$ cat config.mk
export PLATFORM = sky130hd
export DESIGN_NAME = led_trail_pwm
export DESIGN_NICKNAME = d
export VERILOG_FILES = /design/src/rtl/led_trail_pwm.sv
export SDC_FILE = /design/constraint.sdc
export NUM_CORES = 1
export LEC_CHECK = 0
export BUFFER_PORTS_ARGS = -buffer_cell sky130_fd_sc_hd__clkbuf_2
export CAP_MARGIN = 20
export CORE_MARGIN = 3
export CORE_UTILIZATION = 45
export CTS_CLUSTER_DIAMETER = 30
export CTS_CLUSTER_SIZE = 16
export DETAILED_ROUTE_END_ITERATION = 8
export GPL_TIMING_DRIVEN = 1
export MAX_ROUTING_LAYER = met4
export PLACE_DENSITY = 0.6
export SYNTH_ARGS = -nofsm -noshare
export SYNTH_HDL_FRONTEND = slang
export SYNTH_SLANG_ARGS = --single-unit
$ cat constraint.sdc
create_clock -name Clk -period 3.1 [get_ports Clk]
set_clock_uncertainty 0.2 [all_clocks]
set_input_delay 0.31 -clock Clk [delete_from_list [all_inputs] [get_ports Clk]]
set_output_delay 0.31 -clock Clk [all_outputs]
set_load 0.02 [all_outputs]
$ cat src/rtl/led_trail_pwm.sv
// LED comet-trail driver: per-LED brightness levels are set to max while lit and
// decay on a periodic tick once unlit. Levels are shown through per-LED PWM.
// Shadow registers are reloaded only at the end of each PWM period, so level
// changes never disturb a period that is already running.
// Optional build macro LED_TRAIL_GAMMA_EN: the shadow stores (level*level)>>PWM_BITS
// instead of level, which gives a square-law gamma.
module led_trail_pwm #(
  parameter int unsigned NUM_LEDS     = 8,
  parameter int unsigned PWM_BITS     = 8,
  parameter int unsigned DECAY_PERIOD = 65536,
  parameter int unsigned DECAY_STEP   = 32
) (
  input  logic                Clk,
  input  logic                reset,
  input  logic [NUM_LEDS-1:0] pattern_in,
  input  logic                pattern_valid,
  output logic [NUM_LEDS-1:0] led_out,
  output logic                pwm_wrap
);

  localparam int unsigned DecayW = (DECAY_PERIOD > 1) ? $clog2(DECAY_PERIOD) : 1;
  localparam logic [PWM_BITS-1:0] LevelMax = {PWM_BITS{1'b1}};
  localparam logic [DecayW-1:0] DecayLast = DecayW'(DECAY_PERIOD - 1);
  // A step larger than the max level clears the level on the first tick.
  localparam bit StepFits = (DECAY_STEP <= (2 ** PWM_BITS - 1));
  localparam logic [PWM_BITS-1:0] StepVal = StepFits ? PWM_BITS'(DECAY_STEP) : '0;

  logic [NUM_LEDS-1:0]                pat_q, pat_d;
  logic [NUM_LEDS-1:0][PWM_BITS-1:0]  level_q, level_d;
  logic [NUM_LEDS-1:0][PWM_BITS-1:0]  shadow_q, shadow_d;
  logic [PWM_BITS-1:0]                pwm_cnt_q, pwm_cnt_d;
  logic [DecayW-1:0]                  decay_cnt_q, decay_cnt_d;
  logic [NUM_LEDS-1:0]                led_out_q, led_out_d;
  logic                               pwm_wrap_q, pwm_wrap_d;
  logic                               decay_tick;
  logic [NUM_LEDS-1:0]                pat_eff;

  // Pattern capture and the two free-running counters.
  always_comb begin
    pat_d       = pattern_valid ? pattern_in : pat_q;
    pat_eff     = pat_d;
    decay_tick  = (decay_cnt_q == DecayLast);
    decay_cnt_d = decay_tick ? '0 : decay_cnt_q + DecayW'(1);
    pwm_cnt_d   = pwm_cnt_q + PWM_BITS'(1);
  end

  // Per-channel level update: lit holds max, otherwise saturating decay on tick.
  always_comb begin
    level_d = level_q;
    for (int i = 0; i < NUM_LEDS; i++) begin
      if (pat_eff[i]) begin
        level_d[i] = LevelMax;
      end else if (decay_tick) begin
        if (!StepFits || (level_q[i] < StepVal)) begin
          level_d[i] = '0;
        end else begin
          level_d[i] = level_q[i] - StepVal;
        end
      end
    end
  end

  // Shadow reload at the last PWM count so the next period sees a stable level.
`ifdef LED_TRAIL_GAMMA_EN
  logic [2*PWM_BITS-1:0] sq;
  always_comb begin
    shadow_d = shadow_q;
    sq       = '0;
    if (pwm_cnt_q == LevelMax) begin
      for (int i = 0; i < NUM_LEDS; i++) begin
        sq          = {{PWM_BITS{1'b0}}, level_q[i]} * {{PWM_BITS{1'b0}}, level_q[i]};
        shadow_d[i] = sq[2*PWM_BITS-1:PWM_BITS];
      end
    end
  end
`else
  always_comb begin
    shadow_d = shadow_q;
    if (pwm_cnt_q == LevelMax) begin
      shadow_d = level_q;
    end
  end
`endif

  // PWM compare and period-wrap pulse, both registered.
  always_comb begin
    led_out_d = '0;
    for (int i = 0; i < NUM_LEDS; i++) begin
      led_out_d[i] = (pwm_cnt_q < shadow_q[i]);
    end
    pwm_wrap_d = (pwm_cnt_q == LevelMax);
  end

  // State registers with synchronous active-high reset.
  always_ff @(posedge Clk) begin
    if (reset) begin
      pat_q       <= '0;
      level_q     <= '0;
      shadow_q    <= '0;
      pwm_cnt_q   <= '0;
      decay_cnt_q <= '0;
      led_out_q   <= '0;
      pwm_wrap_q  <= 1'b0;
    end else begin
      pat_q       <= pat_d;
      level_q     <= level_d;
      shadow_q    <= shadow_d;
      pwm_cnt_q   <= pwm_cnt_d;
      decay_cnt_q <= decay_cnt_d;
      led_out_q   <= led_out_d;
      pwm_wrap_q  <= pwm_wrap_d;
    end
  end

  assign led_out  = led_out_q;
  assign pwm_wrap = pwm_wrap_q;

endmodule

# After elaboration in Yosys (flattened, before gate mapping)
# Index checks and enable logic that the tools add are counted.
# word_totals
inputBits,11
mem_bits_rw,0
wordCells,83
romBits,0
out_inout_bits,9
latch_bits,0
ff_bits,169
mem_count,0
# op_classes
bitwise_logic,0
order_cmp,16
add_sub_neg,10
reduce_logical,9
n_shift,0
multipliers,0
eq_ne,2
n_mux,25
n_div,0
# ops
operator,n
$mux 8,25
$lt 8x6->1 const B,8
$lt 8x8->1,8
$sub 8x6->8 const B,8
$add 16x1->16 const B,1
$eq 16x16->1 const B,1
$reduce_bool 2->1,8
$add 8x1->8 const B,1
$eq 8x8->1 const B,1
$reduce_or 2->1,1

# Depth between registers and ports, before layout
# Gate-level depths: netlist of the first run.
# depth
ltp_word,4
depth_mapped,7
ltp_nobuf,5

# Worst setup path after synthesis of the first run
# OpenSTA, ideal clock, no wires.
# synth_timing
path_type,register to register
startpoint,register decay_cnt_q[0]
endpoint,register level_q[31] (netlist name)
setup_time_ps,74
setup_slack_ps,981
required_time_ps,2826
n_path_buf,1
synth_period_minus_slack_ps,2119
arrival_time_ps,1845
path_stages_with_launch,7
cell_sequence,dfxtp_1 > ha_1 > nand3_1 > or4_4 > buf_6 > or4_1 > a31oi_1
# synth_between
elab_chain_len,2
# synth_rtl
element,line_no,source
start: declaration,32,"logic [DecayW-1:0] decay_cnt_q, decay_cnt_d;"
start signal: assignment,109,decay_cnt_q <= decay_cnt_d;
$eq 16x16->1,42,decay_tick = (decay_cnt_q == DecayLast);
$reduce_bool 2->1 (no source line),-,
end signal: assignment,106,level_q <= level_d;
end: declaration,29,"logic [NUM_LEDS-1:0][PWM_BITS-1:0] level_q, level_d;"
# Every way passes these cells.
# A chain may end at the register's enable or synchronous reset.

# Worst setup path after layout of the first run
# layout_timing
startpoint,register decay_cnt_q[3]
endpoint,register level_q[23] (netlist name)
# The elaborated chain is that of the path after synthesis.

==> flow_metrics.env, run 1 <==
export IMPL_hpwlAfterDp_mm=7.43
export IMPL_final_hold_violation_count=0
export IMPL_route_met2_wl_mm=4.55
export IMPL_number_of_synthesized_flops_with_an_enable_pin=0
export IMPL_ff2ff_path_depth=5
export IMPL_remaining_drc_errors=0
export IMPL_die_ar_sq_mm=0.0132
export IMPL_highest_signal_layer="met4"
export IMPL_synth_area_top_cells="sky130_fd_sc_hd__dfxtp_1 39%, sky130_fd_sc_hd__ha_1 15%, sky130_fd_sc_hd__nand2_1 5.5%, sky130_fd_sc_hd__a21oi_1 4.9%, sky130_fd_sc_hd__inv_1 4.0%"
export IMPL_p_clk_share_pct=40.0
export IMPL_r2r_setup_slack_ns=0.58
export IMPL_worst_path_max_delay_cell="sky130_fd_sc_hd__or4_4"
export IMPL_syn_area_sq_mm=0.00535
export IMPL_crit_reg2reg_launch="decay_cnt_q[3]$_SDFF_PP0_"
export IMPL_power_leakage_nw=2.24
export IMPL_cts_hold_fix_buffers=0
export IMPL_netlist_top_cell_by_area="sky130_fd_sc_hd__dfxtp_1"
export IMPL_worst_skew_pair_late_latency_ns=0.34
export IMPL_synth_warnings=0
export IMPL_cell_chosen_for_the_clock_root="sky130_fd_sc_hd__clkbuf_16"
export IMPL_crit_chain="nand4_1 -> buf_4 -> or4_4 -> or4_1 -> a31oi_1"
export IMPL_ys_ff_latch=105
export IMPL_grt_start_max_net_pins=77
export IMPL_clock_sinks=105
export IMPL_power_report_internal_total_mw=2.18
export IMPL_cellPowerDensity_mw_per_mm2=485
export IMPL_timing_worst_setup_path_type="reg -> reg"
export IMPL_power_switching_mw=0.669
export IMPL_fin_tns_setup_ns=0
export IMPL_synth_top_flop_cell="sky130_fd_sc_hd__dfxtp_1"
export IMPL_synth_seq_area_share_pct=39.3
export IMPL_holdPathEnd="pat_q[1]$_SDFF_PP0_"
export IMPL_min_path_type="in -> reg"
export IMPL_avgViaCountPerCell=5.45
export IMPL_maxSlewViolCount=0
export IMPL_number_of_buffers_inserted_during_clock_tree_synthesis=9
export IMPL_cap_violations=0
export IMPL_worst_ir_drop_vdd_uv=289
export IMPL_yosys_cell_count_top_type="sky130_fd_sc_hd__dfxtp_1"
export IMPL_fmax_mhz=397
export IMPL_drt_iter0_drc=201
export IMPL_clk_pin_slew_worst_paths_ns=0.07
export IMPL_postSynthCellCount=627
export IMPL_setup_repair_after_global_routing_missed_its_margin="no"
export IMPL_postRouteWirelength_mm=10.9
export IMPL_std_cell_rows=39
export IMPL_drt_met1_wl_mm=5.76
export IMPL_slew_headroom_pct=58.3
export IMPL_asyncSetResetFlopFracSynth_pct=0
export IMPL_core_area_sq_mm=0.0115
export IMPL_cp_end_kind="flop"
export IMPL_synthDistinctLibCells=34
export IMPL_hold_ws_ns=0.151
export IMPL_boundaryPins=20
export IMPL_timing_rr_end="level_q[23]$_SDFFE_PP0P_"
export IMPL_chipHeight_microns=115
export IMPL_number_of_global_route_vias_before_repair=3929
export IMPL_switching_share_pct=23.5
export IMPL_drt_wirelength_per_cell_microns=13.9
export IMPL_dieWidth_microns=115
export IMPL_layout_worst_path_cycle_share_pct=81.2
export IMPL_p_total_mw=2.85
export IMPL_worstPathMaxFanout=51
export IMPL_worst_path_required_ns=3.17
export IMPL_path_delay_family="simple AND/OR/NAND/NOR gates"
export IMPL_grt_antenna_before_repair=0
export IMPL_cts_resized=0
export IMPL_timing_critical_path_slowest_cell_delay_ns=0.78
export IMPL_power_frac_seq_pct=51.0
export IMPL_drt_pre_antenna_iters=4
export IMPL_h_tree_depth=3
export IMPL_synth_nets=704
export IMPL_floorplan_initialDensity_pct=46.4
export IMPL_grt_pass1_wl_mm=18.5
export IMPL_cts_tree="yes"
export IMPL_period_minus_slack_ns=2.52
export IMPL_run_status="finished clean"
export IMPL_final_layout_size_suffix_gt1_share_pct=6.86
export IMPL_clk_path_buf_depth=2
export IMPL_synth_top_area_share_pct=39.3
export IMPL_diodes=0
export IMPL_source_of_the_worst_hold_timing_path="pattern_in[1]"
export IMPL_tightest_slew_ns=0.609
export IMPL_drt_antenna_violating_nets=0
export IMPL_ys_top_cells_by_count="105 x sky130_fd_sc_hd__dfxtp_1, 79 x sky130_fd_sc_hd__nand2_1, 66 x sky130_fd_sc_hd__ha_1, 57 x sky130_fd_sc_hd__inv_1, 52 x sky130_fd_sc_hd__a21oi_1"
export IMPL_fin_nets=714
export IMPL_grt_ovfl_total=0
export IMPL_start_kind="flop"
export IMPL_cp_buffers_inverters=1
export IMPL_setup_violations=0
export IMPL_post_cts_setup_buffer_count=0
export IMPL_postSynthAreaPerCell_sq_um=8.53
export IMPL_area_delta_synth_final_pct=9.90
export IMPL_routed_wl_met3_microns=371
export IMPL_gr_usage_all_layers_pct=17.6
export IMPL_endpoint_arrival_time_on_the_critical_path_ns=2.58
export IMPL_worst_hold_path_num_cells=3
export IMPL_route_vias_total=4275
export IMPL_port_buffer_count=19
export IMPL_routabilityCongestion=0.804
export IMPL_comb_pwr_share_pct=9.0
==> per-layer routing <==
layer  up-vias  track usage, %
li1       2232               -
met1      1966            24.6
met2        61            25.9
met3        16            2.26
met4         0            7.04
met5         -               -
==> per-stage QoR <==
stage	cell area [sq um]	utilization, %	worst slack [ns]	instances
floorplan	5350	-	0.981	627
global placement	5580	48.5	0.692	769
detailed placement	5580	48.5	0.616	769
CTS	5880	51.0	0.596	784
global route	5880	51.0	0.447	784
finish	5880	51.0	0.582	784
==> placed cells by master, fill, tap and decap left out, types with 9 or more instances in the layout <==
cell type and count:
sky130_fd_sc_hd__a21oi_1 52, sky130_fd_sc_hd__a31oi_1 16, sky130_fd_sc_hd__clkbuf_16 9, sky130_fd_sc_hd__clkbuf_2 18
sky130_fd_sc_hd__dfxtp_1 105, sky130_fd_sc_hd__ha_1 66, sky130_fd_sc_hd__inv_1 57, sky130_fd_sc_hd__nand2_1 79
sky130_fd_sc_hd__nand2b_1 9, sky130_fd_sc_hd__nand3_1 17, sky130_fd_sc_hd__nor2_1 37, sky130_fd_sc_hd__nor3_1 11
sky130_fd_sc_hd__o21a_1 16, sky130_fd_sc_hd__o21ai_0 27, sky130_fd_sc_hd__or3_1 12, sky130_fd_sc_hd__or4_1 25
sky130_fd_sc_hd__xnor2_1 10
==> state kept, by name (all words and copies together) (netlist names) <==
name,count
shadow_q,32
decay_cnt_q,16
pwm_wrap,1
pat_q,8
level_q,32
led_out,8
pwm_cnt_q,8
==> power groups by stage <==
stage,Combinational (mW),Sequential (mW),Clock (mW)
after CTS,0.259,1.45,1.17
after global routing,0.295,1.46,1.23
after floorplan,0.178,1.49,0
after global placement,0.246,1.48,0
after detailed placement,0.257,1.48,0
final,0.256,1.45,1.14
==> layout make-up <==
class | count | area, sq um
inverter | 57 | 214
multi-input combinational | 438 | 2930
timing repair buffer | 26 | 160
clock inverter | 3 | 40.0
fill | 1083 | 5640
tap | 143 | 179
clock buffer | 12 | 256
sequential | 105 | 2100
==> worst max-delay path by stage <==
| stage | startpoint | end | slack, ns | cells after the start |
|---|---|---|---|---|
| 5_1_grt | decay_cnt_q[3]$_SDFF_PP0_ | level_q[63]$_SDFFE_PP0P_ | 0.45 | 5 |
| 4_1_cts | decay_cnt_q[3]$_SDFF_PP0_ | level_q[23]$_SDFFE_PP0P_ | 0.60 | 5 |
| 6_report | decay_cnt_q[3]$_SDFF_PP0_ | level_q[23]$_SDFFE_PP0P_ | 0.58 | 5 |
| 3_5_place_dp | decay_cnt_q[3]$_SDFF_PP0_ | level_q[23]$_SDFFE_PP0P_ | 0.62 | 5 |
| 2_1_floorplan | decay_cnt_q[0]$_SDFF_PP0_ | level_q[31]$_SDFFE_PP0P_ | 0.98 | 6 |
| 3_3_place_gp | decay_cnt_q[3]$_SDFF_PP0_ | level_q[31]$_SDFFE_PP0P_ | 0.69 | 5 |
==> worst register-to-register path: stages (launching register included) <==
cell and delay (ns):
sky130_fd_sc_hd__dfxtp_1 0.40, sky130_fd_sc_hd__nand4_1 0.12, sky130_fd_sc_hd__buf_4 0.18, sky130_fd_sc_hd__or4_4 0.78, sky130_fd_sc_hd__or4_1 0.58, sky130_fd_sc_hd__a31oi_1 0.17
==> cell families after synthesis <==
| logic type | after synthesis | synth area share, % |
|---|---|---|
| AO/OA/AOI/OAI | 145 | 16.7 |
| AND/OR/NAND/NOR | 204 | 18.6 |
| multiplexers | 8 | 1.50 |
| flip-flops | 105 | 39.3 |
| buffers and inverters | 84 | 6.04 |
| adder cells (fa/ha/maj) | 66 | 15.4 |
| XOR/XNOR | 15 | 2.46 |
Power figures use the tool's default switching activity.
==> run 2, diff against run 1 <==
--- a/config.mk
+++ b/config.mk
@@ -14,7 +14,7 @@
 export DETAILED_ROUTE_END_ITERATION = 8
 export GPL_TIMING_DRIVEN = 1
 export MAX_ROUTING_LAYER = met4
-export PLACE_DENSITY = 0.6
+export PLACE_DENSITY = 0.62
 export SYNTH_ARGS = -nofsm -noshare
 export SYNTH_HDL_FRONTEND = slang
 export SYNTH_SLANG_ARGS = --single-unit
==> constraint.sdc (replaced) <==
create_clock -name Clk -period 2.05 [get_ports Clk]
set_clock_uncertainty 0.2 [all_clocks]
set_input_delay 0.205 -clock Clk [delete_from_list [all_inputs] [get_ports Clk]]
set_output_delay 0.205 -clock Clk [all_outputs]
set_load 0.02 [all_outputs]
==> flow_metrics.env, run 2 (synthesized netlist as in run 1, its figures left out) <==
export IMPL_drt_antenna_violating_nets=0
export IMPL_floorplan_initialDensity_pct=46.4
export IMPL_grt_antenna_before_repair=0
export IMPL_period_minus_slack_ns=2.10
export IMPL_clk_path_buf_depth=2
export IMPL_final_hold_violation_count=0
export IMPL_worst_skew_pair_late_latency_ns=0.36
export IMPL_setup_violations=8
export IMPL_dieWidth_microns=115
export IMPL_port_buffer_count=19
export IMPL_gr_usage_all_layers_pct=19.8
export IMPL_worst_ir_drop_vdd_uv=595
export IMPL_maxSlewViolCount=0
export IMPL_hpwlAfterDp_mm=8.50
export IMPL_number_of_buffers_inserted_during_clock_tree_synthesis=9
export IMPL_avgViaCountPerCell=5.44
export IMPL_route_vias_total=4565
export IMPL_placed_cells_incl_taps=815
export IMPL_cell_chosen_for_the_clock_root="sky130_fd_sc_hd__clkbuf_16"
export IMPL_h_tree_depth=3
export IMPL_start_kind="flop"
export IMPL_area_delta_synth_final_pct=21.1
export IMPL_final_util_pct=56.2
export IMPL_fin_nets=768
export IMPL_endpoint_arrival_time_on_the_critical_path_ns=2.19
export IMPL_run_status="finished, violations left"
export IMPL_worst_path_required_ns=2.14
export IMPL_drt_pre_antenna_iters=5
export IMPL_boundaryPins=20
export IMPL_cts_tree="yes"
export IMPL_fmax_mhz=476
export IMPL_fin_tns_setup_ns=-0.273
export IMPL_die_ar_sq_mm=0.0132
export IMPL_power_leakage_nw=2.55
export IMPL_drt_iter0_drc=334
export IMPL_setup_repair_after_global_routing_missed_its_margin="yes"
export IMPL_slew_headroom_pct=61.8
export IMPL_top_regs="level_q x32, shadow_q x32, decay_cnt_q x16"
export IMPL_remaining_drc_errors=0
export IMPL_core_area_sq_mm=0.0115
export IMPL_worstPathMaxFanout=7
export IMPL_chipHeight_microns=115
export IMPL_cts_hold_fix_buffers=0
export IMPL_number_of_global_route_vias_before_repair=4346
export IMPL_cellPowerDensity_mw_per_mm2=711
export IMPL_clk_pin_slew_worst_paths_ns=0.08
export IMPL_tightest_slew_ns=0.557
export IMPL_routabilityCongestion=0.805
export IMPL_grt_pass1_wl_mm=20.6
export IMPL_cp_end_kind="flop"
export IMPL_hold_ws_ns=0.0374
export IMPL_std_cell_rows=39
export IMPL_stdcell_count=839
export IMPL_timing_worst_setup_path_type="reg -> reg"
export IMPL_grt_start_max_net_pins=33
export IMPL_violations="setup timing"
export IMPL_finalWorstSetupSlack_ns=-0.0503
export IMPL_postRouteWirelength_mm=12.0
export IMPL_layout_worst_path_cycle_share_pct=102
export IMPL_most_frequent_standard_cell_in_the_layout_excluding_fill_and_tap_cells="sky130_fd_sc_hd__dfxtp_1"
export IMPL_clock_sinks=105
export IMPL_drt_wirelength_per_cell_microns=14.3
export IMPL_min_path_type="in -> reg"
export IMPL_final_layout_size_suffix_gt1_share_pct=17.5
export IMPL_cap_violations=0
export IMPL_grt_ovfl_total=0
export IMPL_diodes=0
export IMPL_most_frequent_cells_in_the_layout="93 x sky130_fd_sc_hd__dfxtp_1, 79 x sky130_fd_sc_hd__nand2_1, 65 x sky130_fd_sc_hd__ha_1"
-- run 2: changes by cell type in the layout (fill, tap and decap cells not counted), sizes merged --
cell / change
clkbuf: -1
or4: +2
buf: +52
bufinv: +1
clkinv: -2
inv: +3
-- run 2: metal layers --
layer	wire length (microns)	GRT usage (%)	up-vias
met3	436	4.37	12
met2	5520	31.6	80
met5	0	-	-
met1	5940	25.4	2130
li1	-	-	2343
met4	118	5.40	0
-- run 2: critical path, cell delays in order (launching register included) --
cell	delay, ns
sky130_fd_sc_hd__dfxtp_2	0.35
sky130_fd_sc_hd__ha_4	0.14
sky130_fd_sc_hd__nand3_2	0.09
sky130_fd_sc_hd__or4_4	0.57
sky130_fd_sc_hd__or4_1	0.50
sky130_fd_sc_hd__a31oi_1	0.18
-- run 2: path summary, 6_finish.rpt --
check,slack [ns],start,end,cells after the start
worst max register to register,-0.05,decay_cnt_q[0]$_SDFF_PP0_,level_q[63]$_SDFFE_PP0P_,5
worst min register to register,0.26,shadow_q[61]$_SDFFE_PP0P_,shadow_q[61]$_SDFFE_PP0P_,2
worst min-delay path,0.04,pattern_in[1],pat_q[1]$_SDFF_PP0_,3
worst max-delay path,-0.05,decay_cnt_q[0]$_SDFF_PP0_,level_q[63]$_SDFFE_PP0P_,5
-- run 2: area by class of cell --
type	instances	area [sq um]
inverter	57	214
multi-input combinational	440	3020
sequential	105	2120
clock buffer	11	253
tap	143	179
clock inverter	5	91.3
timing repair buffer	78	604
fill	1047	5040
-- run 2: per-stage QoR --
stage / setup WS (ns) / cell area (sq um) / total power [mW]
finish: -0.0503 / 6470 / 4.60
global route: -0.163 / 6470 / 4.81
CTS: -0.0592 / 6410 / 4.66
detailed placement: -0.0957 / 6010 / 2.67
global placement: -0.0222 / 6010 / 2.65
floorplan: -0.0104 / 5380 / 2.52
-- run 2: where the power goes --
part / switching [mW] / internal [mW] / total (mW)
Clock: 0.807 / 1.16 / 1.97
Combinational: 0.243 / 0.195 / 0.438
Sequential: 0.0694 / 2.13 / 2.20
Total: 1.12 / 3.48 / 4.60
-- run 2: what timing repair did --
item | 4_1_cts | 5_1_grt
cloned | 2 | 0
buffers inserted | 3 | 3
gates resized for setup | 5 | 14
pin swaps | 5 | 12
endpoints found under the setup margin | 9 | 17
